`config.mk`:
```
export PLATFORM = sky130hd
export DESIGN_NAME = instr_decode_queue
export DESIGN_NICKNAME = d
export VERILOG_FILES = /design/src/rtl/mips_pkg.sv /design/src/rtl/instr_fifo.sv /design/src/rtl/instr_decode_queue.sv
export SDC_FILE = /design/constraint.sdc
export NUM_CORES = 1
export LEC_CHECK = 0
export BUFFER_PORTS_ARGS = -buffer_cell sky130_fd_sc_hd__buf_2
export CAP_MARGIN = 40
export CORE_MARGIN = 4
export CORE_UTILIZATION = 40
export CTS_CLUSTER_DIAMETER = 120
export DETAILED_ROUTE_END_ITERATION = 12
export PLACE_DENSITY_LB_ADDON = 0.1
export SLEW_MARGIN = 0
export SYNTH_ARGS = -nofsm -noshare
export SYNTH_HDL_FRONTEND = slang
export SYNTH_SLANG_ARGS = --single-unit
export TNS_END_PERCENT = 5
```
`constraint.sdc`:
```
create_clock -name clk -period 3 [get_ports clk]
set_clock_uncertainty 0.05 [all_clocks]
set_input_delay 0.6 -clock clk [delete_from_list [all_inputs] [get_ports clk]]
set_output_delay 0.6 -clock clk [all_outputs]
set_load 0.1 [all_outputs]
```
`src/rtl/mips_pkg.sv`:
```
// Shared MIPS decode definitions: opcodes, instruction class encodings,
// instruction-word field positions and a small classification helper.
package mips_pkg;

   localparam logic [5:0] OP_RTYPE = 6'h00;
   localparam logic [5:0] OP_J     = 6'h02;
   localparam logic [5:0] OP_JAL   = 6'h03;
   localparam logic [5:0] OP_ANDI  = 6'h0C;
   localparam logic [5:0] OP_ORI   = 6'h0D;
   localparam logic [5:0] OP_XORI  = 6'h0E;

   localparam logic [1:0] ITYPE_R = 2'b00;
   localparam logic [1:0] ITYPE_I = 2'b01;
   localparam logic [1:0] ITYPE_J = 2'b10;

   localparam int OPCODE_MSB = 31;
   localparam int OPCODE_LSB = 26;
   localparam int RS_MSB     = 25;
   localparam int RS_LSB     = 21;
   localparam int RT_MSB     = 20;
   localparam int RT_LSB     = 16;
   localparam int RD_MSB     = 15;
   localparam int RD_LSB     = 11;
   localparam int SHAMT_MSB  = 10;
   localparam int SHAMT_LSB  = 6;
   localparam int FUNCT_MSB  = 5;
   localparam int FUNCT_LSB  = 0;
   localparam int IMM_MSB    = 15;
   localparam int ADDR_MSB   = 25;

   // Instruction class from the opcode alone.
   function automatic logic [1:0] classify(input logic [5:0] op);
      if (op == OP_RTYPE)
         return ITYPE_R;
      else if (op == OP_J || op == OP_JAL)
         return ITYPE_J;
      else
         return ITYPE_I;
   endfunction

   // True when the immediate should be sign-extended; the logical
   // immediates are always zero-extended.
   function automatic logic immIsSigned(input logic [5:0] op, input logic signExtEn);
      return signExtEn && !(op == OP_ANDI || op == OP_ORI || op == OP_XORI);
   endfunction

endpackage

```
`src/rtl/instr_fifo.sv`:
```
// Circular buffer of DEPTH entries holding {instruction, PC} pairs.
// Pointers wrap naturally (DEPTH is a power of two); count tells full from
// empty. The caller never pushes when full nor pops when empty.
module instr_fifo
   import mips_pkg::*;
#(
   parameter int DEPTH = 4,
   parameter int W     = 64,
   localparam int AW   = $clog2(DEPTH)
) (
   input  logic          clk,
   input  logic          rst_n,
   input  logic          flush,
   input  logic          push,
   input  logic          pop,
   input  logic [W-1:0]  wdata,
   output logic [W-1:0]  rdata,
   output logic [AW:0]   count
);

   logic [W-1:0]  r_mem [DEPTH];
   logic [AW-1:0] r_wrPtr;
   logic [AW-1:0] r_rdPtr;
   logic [AW:0]   r_count;

   // Storage write; contents need no reset since count gates visibility.
   always_ff @(posedge clk) begin
      if (push)
         r_mem[r_wrPtr] <= wdata;
   end

   // Pointer and occupancy tracking; flush empties the buffer in one cycle.
   always_ff @(posedge clk or negedge rst_n) begin
      if (!rst_n) begin
         r_wrPtr <= '0;
         r_rdPtr <= '0;
         r_count <= '0;
      end else if (flush) begin
         r_wrPtr <= '0;
         r_rdPtr <= '0;
         r_count <= '0;
      end else begin
         if (push)
            r_wrPtr <= r_wrPtr + 1'b1;
         if (pop)
            r_rdPtr <= r_rdPtr + 1'b1;
         if (push && !pop)
            r_count <= r_count + 1'b1;
         else if (pop && !push)
            r_count <= r_count - 1'b1;
      end
   end

   assign rdata = r_mem[r_rdPtr];
   assign count = r_count;

endmodule

```
`src/rtl/instr_decode_queue.sv`:
```
// Instruction decode queue: buffers fetched instructions in instr_fifo and
// presents registered MIPS fields, PC and instruction class downstream.
// Build option DECODE_SIGNEXT_EN: when defined imm_ext is sign-extended
// (except ANDI/ORI/XORI); otherwise imm_ext is always zero-extended.
module instr_decode_queue
   import mips_pkg::*;
#(
   parameter int DEPTH = 4,
   parameter int PC_W  = 32,
   parameter int EXT_W = 32,
   localparam int CNT_W = $clog2(DEPTH) + 1
) (
   input  logic             clk,
   input  logic             rst_n,
   input  logic             flush,
   input  logic             in_valid,
   output logic             in_ready,
   input  logic [31:0]      in_instr,
   input  logic [PC_W-1:0]  in_pc,
   output logic             out_valid,
   input  logic             out_ready,
   output logic [5:0]       opcode,
   output logic [4:0]       rs,
   output logic [4:0]       rt,
   output logic [4:0]       rd,
   output logic [4:0]       shamt,
   output logic [5:0]       funct,
   output logic [15:0]      imm16,
   output logic [25:0]      address,
   output logic [EXT_W-1:0] imm_ext,
   output logic [PC_W-1:0]  pc_out,
   output logic [1:0]       itype,
   output logic [CNT_W-1:0] count
);

`ifdef DECODE_SIGNEXT_EN
   localparam logic SIGNEXT_EN = 1'b1;
`else
   localparam logic SIGNEXT_EN = 1'b0;
`endif

   logic [CNT_W-1:0]   w_count;
   logic [31+PC_W:0]   w_head;
   logic               w_fifoEmpty;
   logic               w_accept;
   logic               w_take;
   logic               w_load;
   logic               w_pop;
   logic               w_push;
   logic               w_bypass;
   logic [31:0]        w_srcInstr;
   logic [PC_W-1:0]    w_srcPc;
   logic [15:0]        w_srcImm;
   logic [EXT_W-1:0]   w_srcImmExt;

   logic               r_outValid;
   logic [31:0]        r_instr;
   logic [PC_W-1:0]    r_pc;
   logic [1:0]         r_itype;
   logic [EXT_W-1:0]   r_immExt;

   instr_fifo #(
      .DEPTH (DEPTH),
      .W     (32 + PC_W)
   ) u_fifo (
      .clk   (clk),
      .rst_n (rst_n),
      .flush (flush),
      .push  (w_push),
      .pop   (w_pop),
      .wdata ({in_pc, in_instr}),
      .rdata (w_head),
      .count (w_count)
   );

   // Handshake and steering: output register refills from the queue head
   // first, or directly from fetch when the queue is empty.
   always_comb begin
      in_ready    = rst_n && !flush && (w_count < CNT_W'(DEPTH));
      w_accept    = in_valid && in_ready;
      w_take      = r_outValid && out_ready;
      w_load      = !r_outValid || w_take;
      w_fifoEmpty = (w_count == '0);
      w_pop       = w_load && !w_fifoEmpty && !flush;
      w_bypass    = w_load && w_fifoEmpty && w_accept;
      w_push      = w_accept && !w_bypass;
      w_srcInstr  = w_fifoEmpty ? in_instr : w_head[31:0];
      w_srcPc     = w_fifoEmpty ? in_pc    : w_head[31+PC_W:32];
      w_srcImm    = w_srcInstr[IMM_MSB:0];
      if (immIsSigned(w_srcInstr[OPCODE_MSB:OPCODE_LSB], SIGNEXT_EN))
         w_srcImmExt = EXT_W'(signed'(w_srcImm));
      else
         w_srcImmExt = EXT_W'(w_srcImm);
   end

   // Output register: flush drops the valid flag but keeps field values.
   always_ff @(posedge clk or negedge rst_n) begin
      if (!rst_n) begin
         r_outValid <= 1'b0;
         r_instr    <= '0;
         r_pc       <= '0;
         r_itype    <= '0;
         r_immExt   <= '0;
      end else if (flush) begin
         r_outValid <= 1'b0;
      end else if (w_load) begin
         if (!w_fifoEmpty || w_accept) begin
            r_outValid <= 1'b1;
            r_instr    <= w_srcInstr;
            r_pc       <= w_srcPc;
            r_itype    <= classify(w_srcInstr[OPCODE_MSB:OPCODE_LSB]);
            r_immExt   <= w_srcImmExt;
         end else begin
            r_outValid <= 1'b0;
         end
      end
   end

   assign out_valid = r_outValid;
   assign opcode    = r_instr[OPCODE_MSB:OPCODE_LSB];
   assign rs        = r_instr[RS_MSB:RS_LSB];
   assign rt        = r_instr[RT_MSB:RT_LSB];
   assign rd        = r_instr[RD_MSB:RD_LSB];
   assign shamt     = r_instr[SHAMT_MSB:SHAMT_LSB];
   assign funct     = r_instr[FUNCT_MSB:FUNCT_LSB];
   assign imm16     = r_instr[IMM_MSB:0];
   assign address   = r_instr[ADDR_MSB:0];
   assign imm_ext   = r_immExt;
   assign pc_out    = r_pc;
   assign itype     = r_itype;
   assign count     = w_count;

endmodule
```
# Word-level counts from Yosys, hierarchy flattened
# Memory sizes are Yosys's and may differ from the RTL's.
# Index checks and enable logic that the tools add are counted.
# totals
elab_cells,60
in_bits,69
out_inout_bits,145
reg_bits,90
ram_bits,256
n_memories,1
# memory_table
memory,words,word_bits,read_ports,rd_clocked_by_memory_dff,write_ports,line_no,text
u_fifo.r_mem,4,64,1,0,1,instr_fifo.sv:21,logic [W-1:0] r_mem [DEPTH];
# classes
n_reduce_logical,27
n_eq_ne,2
n_bitwise,1
magnitude_cmp,1
n_addsub,4
muxes,16
# op_table
cell,n
32-bit two-way mux,2
6-bit by 2-bit == test with 1-bit output (second input constant),2
2-bit two-way mux,6
1-bit logical AND,11
3-bit two-way mux,3
1-bit logical NOT,6
6-bit logical NOT,1
2-bit nonzero test,3
1-bit two-way mux,5
2-bit by 1-bit adder with 2-bit output (second input constant),2
3-bit by 1-bit adder with 3-bit output (second input constant),1
3-bit logical NOT,1
1-bit logical OR,3
3-bit less-than comparator (second input constant),1
3-bit AND reduction,1
3-bit nonzero test,1
3-bit by 1-bit subtractor with 3-bit output (second input constant),1
1-bit NOT,1

# Depth between registers and ports, before layout
# Gate-level depths: netlist of run 1.
# logic_depth
ltp_word,12
ltp_mapped,6
mapped_depth_nobuf,6

# Cells and area by module
# From an unflattened synthesis of run 1, not the netlist that was laid out.
# hier_totals
hier_cells,682
area_unflattened_um2,13840.8
# modules_own_cells
mod,instances,cells_each,area_per_inst_um2,seq_area_each_um2
instr_fifo,1,375,9651.8,7862.5
instr_decode_queue,1,307,4189.0,1676.6

# Worst setup path after synthesis of run 1
# No wires, ideal clock.
# synth_path
path_kind,reg-to-output
start,"register u_fifo.r_count[2], in the netlist u_fifo.count[2]"
end,output port in_ready
slack_ns,-0.783
n_path_buf,0
arrival_ns,3.133
t_required_ns,2.350
stages_incl_launch_ff,2
cell_sequence,dfrtp_1 nor3b_1
# synth_between
elab_chain_len,2
# synth_lines
item,line_no,text
"start, declared",instr_fifo.sv:24,logic [AW:0] r_count;
"start signal, assigned",instr_fifo.sv:48,r_count <= r_count + 1'b1;
"start signal, assigned",instr_fifo.sv:50,r_count <= r_count - 1'b1;
3-bit less-than comparator,instr_decode_queue.sv:79,in_ready = rst_n && !flush && (w_count < CNT_W'(DEPTH));
1-bit logical AND,instr_decode_queue.sv:79,
"end, declared",instr_decode_queue.sv:17,"output logic in_ready,"
# No other way between the ends.

# Worst setup path in the final report of run 1
# layout_path
start,input port rst_n
end,output port in_ready
# layout_between
elab_chain_len,2
# layout_lines
item,line_no,text
"start, declared",instr_decode_queue.sv:14,"input logic rst_n,"
1-bit logical AND (2 in a row),instr_decode_queue.sv:79,
# No other way between the ends.

==> results of run 1 <==
-- cells in the final DEF, fill, tap and decap left out, types with 2 or more instances in the layout --
cell,instances
edfxtp_1,256
buf_2,196
nand2_1,129
dfrtp_1,72
nor2_1,69
mux4_2,64
a31oi_1,63
clkbuf_16,39
conb_1,16
clkbuf_1,15
buf_4,14
buf_12,13
nor3_1,6
inv_1,5
bufinv_16,5
a21oi_1,4
and2_4,4
ha_1,4
clkinv_1,3
nand3_1,2
o21a_1,2
clkinv_2,2
clkbuf_8,2
dfrtp_4,2
-- cell type report --
class,instances,area share
Sequential cell,330,0.607
Multi-Input combinational cell,387,0.192
Timing Repair Buffer,223,0.0856
Clock buffer,56,0.0674
Tap cell,442,0.0351
Clock inverter,12,0.0120
Inverter,5,0.00119
-- worst reg2reg max path: stages (launching register included) --
cell	delay, ps
dfrtp_4	690
mux4_2	570
or4_1	570
o221ai_1	200
o31ai_1	100
-- metal layers --
layer,vias to the layer above,wire length [µm],global-route usage
li1,3329,-,-
met2,197,13900,0.266
met1,3667,12400,0.212
met3,42,1530,0.0292
met5,-,13,0
met4,2,616,0.0403
-- registers in the layout, summed over array words and instances (netlist names) --
register / count
itype: 2
out_valid: 1
pc_out: 32
r_instr: 32
u_fifo.count: 3
u_fifo.r_mem: 256
u_fifo.r_rdPtr: 2
u_fifo.r_wrPtr: 2
-- worst min-delay path by stage --
stage	end	slack, ps	start	cells past startpoint
2_1_floorplan	itype[0]$_DFFE_PN0P_	250	rst_n	0
3_3_place_gp	r_instr[26]$_DFFE_PN0P_	440	r_instr[26]$_DFFE_PN0P_	2
3_5_place_dp	r_instr[26]$_DFFE_PN0P_	450	r_instr[26]$_DFFE_PN0P_	2
4_1_cts	r_instr[16]$_DFFE_PN0P_	70	rst_n	2
5_1_grt	r_instr[16]$_DFFE_PN0P_	100	rst_n	2
6_report	r_instr[16]$_DFFE_PN0P_	90	rst_n	2
-- kinds of logic (layout without fill, tap and decap cells) --
family	after synthesis	count (layout)	synth area share
other cells	1	16	0.000283
simple gates	222	222	0.0679
flops	330	330	0.720
buf+inv	123	296	0.0586
compound gates	77	77	0.0367
fa+ha+maj	5	5	0.00529
xor+xnor	2	2	0.00132
mux	65	65	0.110
-- metrics by stage --
stage	area, µm²	setup TNS [ps]	setup slack (ps)	hold slack, ps	util
final	15700	0	626	88.1	0.482
after global routing	15700	0	520	96.7	0.482
after global placement	14500	0	614	438	0.444
after floorplan	13300	-123560	-644	254	-
after CTS	15700	0	597	69.0	0.482
after detailed placement	14500	0	597	453	0.444
==> impl_metrics.ini, run 1 <==
[clock_tree]
clockBufferDepth = 3
htree_levels = 2
cts_resized = 0
holdBufCountCts = 0
clock_latency_ps = 510
cts_setup_buffers = 0
numCtsBuffers = 37
cts_num_sinks = 330
path_clk_slew_ps = 60
tritoncts = done
cts_root_buffer = clkbuf_16

[final_layout]
areaGrowthSynthToFinish_pct = 18.8
seq_area_mm2 = 0.00955
instances_no_fill = 1455
fillCellCount = 2858
multiInputGateArea_mm2 = 0.00302
antenna_cells = 0
layout.nets = 1058
drive_above_1_share = 0.343

[critical_path]
reg2reg_from = u_fifo.r_rdPtr[0]$_DFFE_PN0P_
critPathTopFamily = buffers and inverters
start_kind = input pin
crit_type = input pin to output port
worst-path-stages = 4
critPathMostFrequentCell = buf_4
cp_max_fo = 24
cp_slowest_cell = buf_2
critical_path_arrival_ps = 1720
worstSetupStartpoint = rst_n
endpoint_kind = output port
cp_cell_sequence = buf_4, buf_4, nor3b_2, buf_2
regToRegEndpoint = itype[0]$_DFFE_PN0P_
cp-endpoint = in_ready
worstPathRequired_ps = 2350
reg2reg_depth = 4
r2r_slack_ps = 680
cp_num_buf_inv = 3
critPathMaxStageDelay_ps = 440

[sta]
min_period_ps = 2370
rsz0062_at_grt = false
worstMarginPinSlew_ps = 641
period_share = 0.791
finalMaxSlewViolations = 0
fmax_mhz = 421
setup_viol = 0
slew-limit-headroom = 0.573
hold_viol_final = 0

[worst_hold_path]
min_path_type = input pin to asynchronous set/reset pin

[drt]
drtIter0Drc = 416
ant_nets = 0
via_per_inst = 4.97
drt_drc_violations_left = 0
wire_per_inst_um = 19.5
routed_wl_um = 28400
vias = 7237
firstDrtPassIters = 4

[logic_synthesis]
netlist_area_mm2 = 0.0132
yosys.cell_types.count = 41
synth_common_cells = edfxtp_1, nand2_1, buf_4, dfrtp_1, nor2_1
synth_seq_cells = 330
yosys_warnings = 0
ys_async_sr_fraction = 0.224
yosysSeqAreaShare = 0.720
synth_edf_count = 256
yosysMostFrequentCell = edfxtp_1
yosys.area.top_type = edfxtp_1
ys.flop_type = edfxtp_1
syn_area_per_cell_um2 = 16.1
synthTopCellsByArea = edfxtp_1, dfrtp_1, mux4_2
syn-instance-count = 825
yosys.area.top_type_share = 0.580

[floorplan]
dieArea_mm2 = 0.0361
core_mm2 = 0.0326
ios = 214
die_w_um = 190
start_util = 0.406
rows = 66
die_h_um = 190

[placement]
hpwl_um = 17900
io_buffer_count = 197
place_inst = 1387
gp_congestion = 0.728

[flow_run]
cap_viol_max_count = 0

[global_routing]
grt_pass1_wl_um = 44200
grt_pass1_vias = 7597
grt_overflow = 0
grtUsageTotal = 0.157
grt_max_degree = 73
antenna_found_initial = 1

[status]
outcome = finished, final reports clean
Power of run 1 is left out: the tool's default activity adds up to more than one toggle a clock period on the data nets, which glitch-free logic cannot reach.
==> inputs of run 2 (changes only) <==
==> constraint.sdc (replaced) <==
create_clock -name clk -period 2 [get_ports clk]
set_clock_uncertainty 0.05 [all_clocks]
set_input_delay 0.4 -clock clk [delete_from_list [all_inputs] [get_ports clk]]
set_output_delay 0.4 -clock clk [all_outputs]
set_load 0.1 [all_outputs]
==> impl_metrics.ini, run 2 (synthesis gave the netlist of run 1 again) <==
[drt]
via_per_inst = 4.97
vias = 7310
wire_per_inst_um = 19.9
routed_wl_um = 29300
ant_nets = 0
firstDrtPassIters = 4
drt_drc_violations_left = 0
drtIter0Drc = 364

[sta]
slew-limit-headroom = 0.619
fmax_mhz = 507
rsz0062_at_grt = true
min_period_ps = 1970
finalMaxSlewViolations = 0
hold_viol_final = 0
period_share = 0.987
worstMarginPinSlew_ps = 571
setup_viol = 0

[floorplan]
core_mm2 = 0.0326
dieArea_mm2 = 0.0361
die_w_um = 190
start_util = 0.406
die_h_um = 190
ios = 214
rows = 66

[final_layout]
final_cell_mix = edfxtp_1, buf_2, nand2_1
postLayoutCoreUtil = 0.489
layout_commonest_cell = edfxtp_1
areaGrowthSynthToFinish_pct = 20.4
antenna_cells = 0
largest_register = u_fifo.r_mem
layout.nets = 1078
instances_no_fill = 1472
largest_register_ffs = 256
drive_above_1_share = 0.361
final_cell_area_mm2 = 0.0159

[critical_path]
critPathMaxStageDelay_ps = 560
cp_max_fo = 6
cp_slowest_cell = or4_4
regToRegEndpoint = itype[0]$_DFFE_PN0P_
crit_type = flop to flop
reg2reg_from = u_fifo.r_rdPtr[0]$_DFFE_PN0P_
reg2reg_depth = 4
start_kind = flop
critical_path_arrival_ps = 2300
r2r_slack_ps = 30
cp_cell_sequence = mux4_2, or4_4, o221ai_2, o31ai_1
critPathTopFamily = simple AND/OR/NAND/NOR gates
cp_num_buf_inv = 0
worst-path-stages = 4
endpoint_kind = flop
worstSetupStartpoint = u_fifo.r_rdPtr[0]$_DFFE_PN0P_
worstPathRequired_ps = 2320
cp-endpoint = itype[0]$_DFFE_PN0P_

[clock_tree]
htree_levels = 2
tritoncts = done
clock_latency_ps = 510
clockBufferDepth = 3
cts_num_sinks = 330
numCtsBuffers = 37
path_clk_slew_ps = 60
cts_root_buffer = clkbuf_16

[global_routing]
grtUsageTotal = 0.162
grt_pass1_vias = 7615
grt_pass1_wl_um = 45100
antenna_found_initial = 3
grt_overflow = 0
grt_max_degree = 57

[placement]
place_inst = 1404
hpwl_um = 18500
io_buffer_count = 197
gp_congestion = 0.714
postPlaceCellArea_mm2 = 0.0148

[status]
outcome = finished, final reports clean

[flow_run]
cap_viol_max_count = 0

[worst_hold_path]
min_path_type = input pin to flop
-- run 2: layout make-up --
type / count / area, µm²
Inverter: 5 / 18.8
Timing Repair Buffer: 243 / 1640
Fill cell: 2825 / 16700
Multi-Input combinational cell: 387 / 3070
Clock buffer: 50 / 1000
Tap cell: 442 / 553
Sequential cell: 330 / 9560
Clock inverter: 15 / 98.8
-- run 2: stage by stage --
| step | TNS [ps] | setup WS, ps | hold WS, ps |
|---|---|---|---|
| after floorplan | -35820 | -132 | 54.4 |
| after global placement | -32.2 | -32.2 | 330 |
| after detailed placement | -31.6 | -31.6 | 330 |
| after CTS | 0 | 7.27 | 49.2 |
| after global routing | -95.2 | -42.6 | 57.4 |
| final | 0 | 26.3 | 70.7 |
-- run 2: worst min path at each step --
stage / start / to / slack (ps) / depth (start not counted)
finish: in_instr[19] / u_fifo.r_mem[0][19]$_DFFE_PP_ / 70 / 1
global route: in_pc[19] / u_fifo.r_mem[0][51]$_DFFE_PP_ / 60 / 1
CTS: in_pc[19] / u_fifo.r_mem[1][51]$_DFFE_PP_ / 50 / 1
detailed placement: rst_n / pc_out[24]$_DFFE_PN0P_ / 330 / 2
global placement: rst_n / out_valid$_DFFE_PN0P_ / 330 / 2
floorplan: rst_n / itype[0]$_DFFE_PN0P_ / 50 / 0
-- run 2: timing repair --
action | 4_1_cts | 5_1_grt
pin swaps | 2 | 0
hold endpoints to repair | 40 | 0
hold buffers | 2 | 0
setup buffers | 1 | 0
gates cloned | 0 | 0
resized for setup | 2 | 4
endpoints found under the setup margin | 1 | 25
-- run 2: routing by layer --
metal / up-vias / routed length, µm / GRT usage
met4: 6 / 663 / 0.0445
li1: 3363 / - / -
met3: 51 / 1900 / 0.0358
met2: 213 / 14700 / 0.279
met1: 3677 / 12000 / 0.209
met5: - / 42 / 0
Power of run 2 is left out for the same reason.
